[config.mk]
export PLATFORM = sky130hd
export DESIGN_NAME = fp_minmax_reduce
export DESIGN_NICKNAME = d
export VERILOG_FILES = /design/src/rtl/fp_minmax_reduce_pkg.sv /design/src/rtl/fp_minmax_reduce_cmp.sv /design/src/rtl/fp_minmax_reduce.sv
export SDC_FILE = /design/constraint.sdc
export NUM_CORES = 1
export LEC_CHECK = 0
export ABC_AREA = 1
export ABC_CLOCK_PERIOD_IN_PS = 2390
export BUFFER_PORTS_ARGS = -buffer_cell sky130_fd_sc_hd__buf_4
export CORE_MARGIN = 2
export CORE_UTILIZATION = 48
export CTS_CLUSTER_DIAMETER = 40
export DETAILED_ROUTE_END_ITERATION = 12
export HOLD_SLACK_MARGIN = 0.02
export PLACE_DENSITY = 0.86
export SLEW_MARGIN = 5
export SYNTH_ARGS = -nofsm -noshare
export SYNTH_HDL_FRONTEND = slang
export SYNTH_HIERARCHICAL = 1
export SYNTH_SLANG_ARGS = --single-unit
[constraint.sdc]
create_clock -name clk -period 2.39 [get_ports clk]
set_clock_uncertainty 0.2 [all_clocks]
set_input_delay 0.1195 -clock clk [delete_from_list [all_inputs] [get_ports clk]]
set_output_delay 0.1195 -clock clk [all_outputs]
set_load 0.1 [all_outputs]
[src/rtl/fp_minmax_reduce_pkg.sv]
// Shared types and field layout for the fp32 min/max reduction block.
package fp_pkg;

  localparam int FP_W     = 32;
  localparam int SIGN_BIT = 31;
  localparam int EXP_MSB  = 30;
  localparam int EXP_LSB  = 23;
  localparam int MAN_MSB  = 22;
  localparam int MAN_LSB  = 0;

  typedef enum logic [1:0] {
    IDLE  = 2'd0,
    ACCUM = 2'd1,
    HOLD  = 2'd2
  } state_t;

  typedef enum logic {
    OP_MIN = 1'b0,
    OP_MAX = 1'b1
  } op_t;

endpackage

[src/rtl/fp_minmax_reduce_cmp.sv]
// Combinational fp32 total-order comparator: sign first, then {exp, mantissa}
// magnitude. No NaN/Inf special-casing; -0 orders below +0.
module fp_cmp
  import fp_pkg::*;
(
  input  logic [FP_W-1:0] a,
  input  logic [FP_W-1:0] b,
  output logic            a_lt_b,
  output logic            eq
);

  logic                  w_sign_a;
  logic                  w_sign_b;
  logic [EXP_MSB:MAN_LSB] w_mag_a;
  logic [EXP_MSB:MAN_LSB] w_mag_b;

  assign w_sign_a = a[SIGN_BIT];
  assign w_sign_b = b[SIGN_BIT];
  assign w_mag_a  = a[EXP_MSB:MAN_LSB];
  assign w_mag_b  = b[EXP_MSB:MAN_LSB];

  always_comb begin
    eq     = (a == b);
    a_lt_b = 1'b0;
    if (w_sign_a != w_sign_b) begin
      a_lt_b = w_sign_a;
    end else if (w_sign_a) begin
      // Both negative: the larger magnitude is the lesser value.
      a_lt_b = (w_mag_a > w_mag_b);
    end else begin
      a_lt_b = (w_mag_a < w_mag_b);
    end
  end

endmodule

[src/rtl/fp_minmax_reduce.sv]
// Streaming min/max reduction over an fp32 packet with one shared comparator;
// the result is held in HOLD until the consumer accepts it.
module fp_minmax_reduce
  import fp_pkg::*;
#(
  parameter int CNT_W = 16
) (
  input  logic             clk,
  input  logic             rst_n,
  input  logic             in_valid,
  output logic             in_ready,
  input  logic [FP_W-1:0]  in_data,
  input  logic             in_last,
  input  logic             in_op,
  output logic             out_valid,
  input  logic             out_ready,
  output logic [FP_W-1:0]  out_data,
  output logic [CNT_W-1:0] out_count,
  output logic [1:0]       dbg_state
);

  // Handshakes: a transfer happens on a rising clk edge where valid and
  // ready are both 1; valid never waits on ready, and the result is held
  // stable in HOLD until out_ready completes the transfer.

  localparam logic [CNT_W-1:0] CNT_MAX = {CNT_W{1'b1}};

  state_t            r_state;
  state_t            w_next_state;
  logic [FP_W-1:0]   r_acc;
  logic [CNT_W-1:0]  r_cnt;
  op_t               r_op;
  logic              w_in_fire;
  logic              w_in_lt_acc;
  logic              w_in_eq_acc;
  logic              w_take_in;

  fp_cmp u_cmp (
    .a      (in_data),
    .b      (r_acc),
    .a_lt_b (w_in_lt_acc),
    .eq     (w_in_eq_acc)
  );

  assign w_in_fire = in_valid & in_ready;
  // Ties keep the accumulator, so max only takes strictly greater inputs.
  assign w_take_in = (r_op == OP_MIN) ? w_in_lt_acc : ~(w_in_lt_acc | w_in_eq_acc);

  always_ff @(posedge clk) begin
    if (!rst_n) r_state <= IDLE;
    else        r_state <= w_next_state;
  end

  always_comb begin
    w_next_state = r_state;
    case (r_state)
      IDLE:    if (w_in_fire) w_next_state = in_last ? HOLD : ACCUM;
      ACCUM:   if (w_in_fire && in_last) w_next_state = HOLD;
      HOLD:    if (out_ready) w_next_state = IDLE;
      default: w_next_state = IDLE;
    endcase
  end

  always_comb begin
    in_ready  = rst_n && (r_state != HOLD);
    out_valid = (r_state == HOLD);
  end

  always_ff @(posedge clk) begin
    if (!rst_n) begin
      r_acc <= '0;
      r_cnt <= '0;
      r_op  <= OP_MIN;
    end else if (w_in_fire) begin
      if (r_state == IDLE) begin
        r_acc <= in_data;
        r_op  <= op_t'(in_op);
        r_cnt <= CNT_W'(1);
      end else begin
        if (w_take_in) r_acc <= in_data;
        if (r_cnt != CNT_MAX) r_cnt <= r_cnt + CNT_W'(1);
      end
    end
  end

  assign out_data  = r_acc;
  assign out_count = r_cnt;
  assign dbg_state = r_state;

endmodule

Yosys cells after proc, flatten, opt, wreduce, memory -nomap -nowiden
Index checks and enable logic that the tools add are counted.
{ "word_totals": {"inputBits": 38, "register_bits": 51, "out_inout_bits": 52, "word_cells": 40} }
{ "classes": {"magnitude_cmp": 2, "bitwise_logic": 3, "n_eq_ne": 9, "add_sub_neg": 1, "mux": 12, "n_reduce_logical": 9} }
{ "op_table": {"columns": ["operator", "count"], "rows": [
  ["32-bit 2-to-1 mux", 2],
  ["32-bit equality test", 1],
  ["16-bit 2-to-1 mux", 2],
  ["31-bit greater-than comparator", 1],
  ["31-bit < comparator", 1],
  ["16-bit by 1-bit adder with 16-bit output (second input constant)", 1],
  ["16-bit != test (second input constant)", 1],
  ["2-bit 2-to-1 mux", 4],
  ["2-bit != test (second input constant)", 3],
  ["2-bit case mux with 3 select lines", 1],
  ["2-bit AND reduction", 3],
  ["2-bit nonzero test", 2],
  ["1-bit 2-to-1 mux", 3],
  ["3-bit AND reduction", 1],
  ["2-bit by 1-bit equality test with 1-bit output (second input constant)", 1],
  ["2-bit equality test (second input constant)", 1],
  ["1-bit logical AND", 2],
  ["2-bit zero test", 1],
  ["2-bit by 1-bit != test with 1-bit output (second input constant)", 1],
  ["1-bit bitwise AND", 1],
  ["1-bit != test", 1],
  ["1-bit inverter", 1],
  ["1-bit bitwise OR", 1]
]} }

Longest topological paths before layout
{ "depth": {"word_depth": 8, "ltp_mapped": 23, "ltp_nobuf": 22} }

Cells and area by module
The synthesis kept the hierarchy.
{ "by_module_without_submodules": {"columns": ["mod", "cells_per_inst", "seq_area_each_um2", "instances", "area_each_um2"], "rows": [
  ["fp_minmax_reduce", 360, 1021.0, 1, 2433.6],
  ["fp_cmp", 163, 0.0, 1, 953.4]
]} }

Worst setup path after synthesis
OpenSTA, ideal clock, no wires.
{ "synth_path": {"path_kind": "reg-to-reg", "startpoint": "reg r_acc[14] (netlist: out_data[14])", "endpoint": "reg r_acc[12] (netlist: out_data[12])", "t_arrival_ns": 2.793, "path_stages_with_launch": 21, "path_buffers": 1, "setup_ns": 0.117, "slack_ns": -0.720, "cell_sequence": "dfxtp_1 > inv_1 > ha_1 > nand2_2 > nor2_2 > inv_1 > nor2_1 > nand2_1 > nand2_1 > nand2_1 > nand2_2 > nand2_1 > nand2_1 > nand2_1 > inv_1 > inv_1 > o211ai_1 > nand2_4 > clkbuf_2 > o21ai_0 > nor2_1"} }
{ "synth_between": {"elab_chain_cells": 8} }
{ "synth_lines": {"columns": ["item", "line", "source"], "rows": [
  ["from (decl)", "fp_minmax_reduce.sv:30", "logic [FP_W-1:0] r_acc;"],
  ["from (signal assigned)", "fp_minmax_reduce.sv:76", "r_acc <= in_data;"],
  ["from (signal assigned)", "fp_minmax_reduce.sv:80", "if (w_take_in) r_acc <= in_data;"],
  ["31-bit < comparator / 31-bit greater-than comparator (equally long branches)", "fp_minmax_reduce_cmp.sv:31, fp_minmax_reduce_cmp.sv:29", null],
  ["1-bit 2-to-1 mux (*)", "fp_minmax_reduce_cmp.sv:27", "end else if (w_sign_a) begin"],
  ["1-bit 2-to-1 mux (*)", "fp_minmax_reduce_cmp.sv:25", "if (w_sign_a != w_sign_b) begin"],
  ["via w_in_lt_acc", "fp_minmax_reduce.sv:34", "logic w_in_lt_acc;"],
  ["1-bit bitwise OR", "fp_minmax_reduce.sv:47", "assign w_take_in = (r_op == OP_MIN) ? w_in_lt_acc : ~(w_in_lt_acc | w_in_eq_acc);"],
  ["1-bit inverter", "fp_minmax_reduce.sv:47", null],
  ["1-bit 2-to-1 mux (*)", "fp_minmax_reduce.sv:47", null],
  ["2-bit nonzero test (no source line) (*)", null, null],
  ["2-bit AND reduction (no source line) (*)", null, null]
]} }
Mark *: on every way through the listed nets, which the timed path passes. The rest lies on a longest branch.
A chain may end at the register's enable or synchronous reset.

Final worst setup path
{ "layout_path": {"startpoint": "reg r_acc[12] (netlist: out_data[12])", "endpoint": "reg r_acc[12] (netlist: out_data[12])"} }
The elaborated chain is that of the path after synthesis.

==> flow_summary_export.csv <==
group,metric,value,unit
synth,synthCells,523,
floorplan,dieArea,7740,sq um
timing,setup_tns,-13.06,ns
layout,fillCellCount,413,
worst_hold_path,hold_class,"primary input to flop",
power,p_clk_share,18.4,%
timing,rsz0062_at_grt,"true",
timing,setup_viol,32,
timing,relSlewSlack,65.4,%
floorplan,die_h,88,um
clock_network,h-tree-depth,2,
power,p_sw,0.00114,W
grt,track_usage,29.7,%
route,drt-initial-drc-count,313,
clock_network,cts_buffer_depth,2,
timing,fin_crit,2.85,ns
timing,max_freq,0.351,GHz
layout,drive_gt1_share,40.1,%
grt,grt_first_pass_wirelength,18.2,mm
route,drc,0,
floorplan,dieWidth,88,um
route,vias,4229,
clock_network,cts_num_sinks,51,
route,wirelength,13.1,mm
power,irDropWorstVdd,0.000334,V
synth,ys_seq_area_share,30.1,%
setup_path,worstPathRequired,2.39,ns
layout,seq_area,1140,sq um
layout,area_delta_synth_final,61.6,%
setup_path,crit_type,"flop to flop",
placed_design,gp_congestion,0.898,
placed_design,placed_cells,730,
clock_network,cts.clk_slew.worst_paths,0.09,ns
timing,worst_pin_slew,0.520,ns
clock_network,cts_tree,"yes",
placed_design,port_buffers,89,
flow_run,maxCapViolations,0,
outcome,violations,"setup timing",
grt,grt_pass1_vias,3968,
floorplan,io_pins,90,
timing,fin_crit_sh,119,%
power,seq_power_share,35.3,%
synth,synth.avg_cell_area,6.48,sq um
synth,ys_types,34,
setup_path,crit_path_start_kind,"flop",
route,drt-pass1-iter-count,5,
placed_design,hpwl,7.30,mm
grt,overflow,0,
timing,hold_violations,0,
route,routedWlPerCell,16.7,um
power,p_int,0.00152,W
power,p_comb_share,46.3,%
clock_network,root_buffer,"clkbuf_8",
route,postRouteAntennaNets,0,
power,switching_share,42.8,%
outcome,status,"finished with violations",
synth,yosysWarningCount,6,
floorplan,rows,30,
timing,report.final.slew_viol_count,0,
clock_network,cts-buffers-inserted,5,
clock_network,insertion_delay,0.31,ns
grt,antenna_found_initial,0,
setup_path,arrival,2.85,ns
synth,synth_seq_cells,51,
layout,fin_cells,780,
power,leakagePower,2.52,nW
setup_path,cp-end-kind,"flop",
floorplan,core-area,6790,sq um
layout,nets,753,
power,powerDensity,487,nW/um^2
synth,syn-cell-area,3390,sq um
grt,grt_max_degree,47,
floorplan,initial_core_util,49.9,%
setup_path,critPathMaxFanout,16,
synth,syn-num-nets,593,
timing,fin_ws,-0.463,ns
layout,num_antenna_cells,0,
layout,multiInputGateArea,2350,sq um
route,via_per_inst,5.42,
synthesized netlist by cell type:
cell type	n	share of area, %
a21boi_0	1	0.22
a21o_1	2	0.44
a21oi_1	17	2.5
a21oi_2	3	0.78
a31oi_1	1	0.18
buf_2	2	0.30
buf_4	1	0.22
buf_6	4	1.3
clkbuf_1	4	0.44
clkbuf_2	3	0.44
clkinv_4	1	0.26
dfxtp_1	51	30
ha_1	32	12
inv_1	84	9.3
inv_2	3	0.33
inv_4	1	0.18
nand2_1	103	11
nand2_2	6	1.1
nand2_4	2	0.66
nand3_1	31	4.6
nand3_2	4	1.2
nand4_1	7	1.3
nor2_1	104	12
nor2_2	3	0.55
nor2_4	2	0.66
nor3_1	3	0.44
nor3_2	1	0.30
nor4_1	1	0.18
o211ai_1	2	0.44
o21ai_0	36	5.3
o21ai_1	5	0.74
o21bai_1	1	0.22
or2_2	1	0.18
xor2_1	1	0.26
layout make-up:
cell class	instances	area share (%)
Multi-Input combinational cell	369	42.9
Timing Repair Buffer	167	26.2
Sequential cell	51	20.9
Inverter	89	6.38
Tap cell	96	2.19
Clock buffer	6	1.33
Clock inverter	2	0.160
power by group through the flow:
| stage | clock network [W] | registers, W | logic, W |
|---|---|---|---|
| after floorplan | 0 | 0.00132 | 0.000351 |
| after global placement | 0 | 0.000952 | 0.000986 |
| after detailed placement | 0 | 0.000955 | 0.00101 |
| after CTS | 0.000502 | 0.000935 | 0.00109 |
| after global routing | 0.000530 | 0.000948 | 0.00129 |
| final | 0.000491 | 0.000942 | 0.00123 |
cells in the final DEF (no fill, tap or decap), types with 7 or more instances in the layout:
cell             n
inv_2           24
o21ai_1         25
inv_1           62
nand4_1          7
nor2_1          87
dlygate4sd3_1   38
o21ai_2          7
dfxtp_4         31
nor2_2          11
nand2_2         12
ha_1            12
o21ai_0          9
ha_4            20
nand2_1         95
buf_4          123
dfxtp_1         16
nor2_4          11
a21oi_1         16
nand3_1         29
path summary, 6_finish.rpt:
path	from	to	slack, ns	cells after the start
worst min register to register	out_count[6]$_SDFFE_PN0P_	out_count[6]$_SDFFE_PN0P_	0.32	2
worst max-delay path	out_data[12]$_SDFFE_PN0P_	out_data[12]$_SDFFE_PN0P_	-0.46	21
worst min-delay path	in_valid	dbg_state[0]$_SDFFE_PN0P_	0.05	4
worst max register to register	out_data[12]$_SDFFE_PN0P_	out_data[12]$_SDFFE_PN0P_	-0.46	21
sequential cells by signal, summed over array words and instances, names as in the netlist:
| signal | flops |
|---|---|
| r_op | 1 |
| out_data | 32 |
| dbg_state | 2 |
| out_count | 16 |
cells by family (layout without fill, tap and decap cells):
logic type      count (synthesis)  in the layout  share of synthesized area (%)
xor+xnor                        1              1                          0.259
flops                          51             51                           30.1
compound gates                 68             68                           10.9
simple gates                  268            268                           34.1
fa+ha+maj                      32             32                           11.8
buf+inv                       103            264                           12.8
metal layers:
layer / GRT usage (%) / vias to the layer above / part of all wire, %
met2: 54.5 / 248 / 51
met1: 33.3 / 1945 / 37
met5: 0 / - / 0
li1: - / 1961 / -
met4: 14.3 / 0 / 5.8
met3: 4.81 / 75 / 6.7
critical path: stages (launching register included):
cell and delay (ns):
dfxtp_4 0.37, inv_2 0.05, ha_4 0.25, nand2_1 0.11
nand2_1 0.10, nand2_1 0.07, nand2_1 0.06, a21oi_2 0.14
nand2_2 0.10, nand2_2 0.10, nand2_2 0.07, nand2_1 0.06
nand2_1 0.05, nand2_1 0.08, inv_2 0.05, nor2_1 0.11
nand2_1 0.07, o211ai_1 0.14, nand2_4 0.15, buf_12 0.19
o21ai_1 0.15, nor2_1 0.09
stage by stage:
stage	setup slack [ns]	util (%)	power [W]	cell area, sq um	hold WS (ns)
after global routing	-0.565	80.6	0.00277	5470	0.0570
after floorplan	-0.180	-	0.00167	3630	0.0532
final	-0.463	80.6	0.00267	5470	0.0472
after CTS	-0.139	76.7	0.00253	5210	0.0343
after global placement	-0.125	68.1	0.00194	4620	0.158
after detailed placement	-0.200	68.1	0.00197	4620	0.165
timing repair:
item | 4_1_cts | 5_1_grt
hold buffers | 38 | 0
setup endpoints to repair | 32 | 32
cloned | 0 | 2
setup buffers | 0 | 2
pin swaps | 2 | 25
hold endpoints to repair | 38 | 0
resized for setup | 17 | 50
Note: power is estimated with default switching activity, not from simulation.
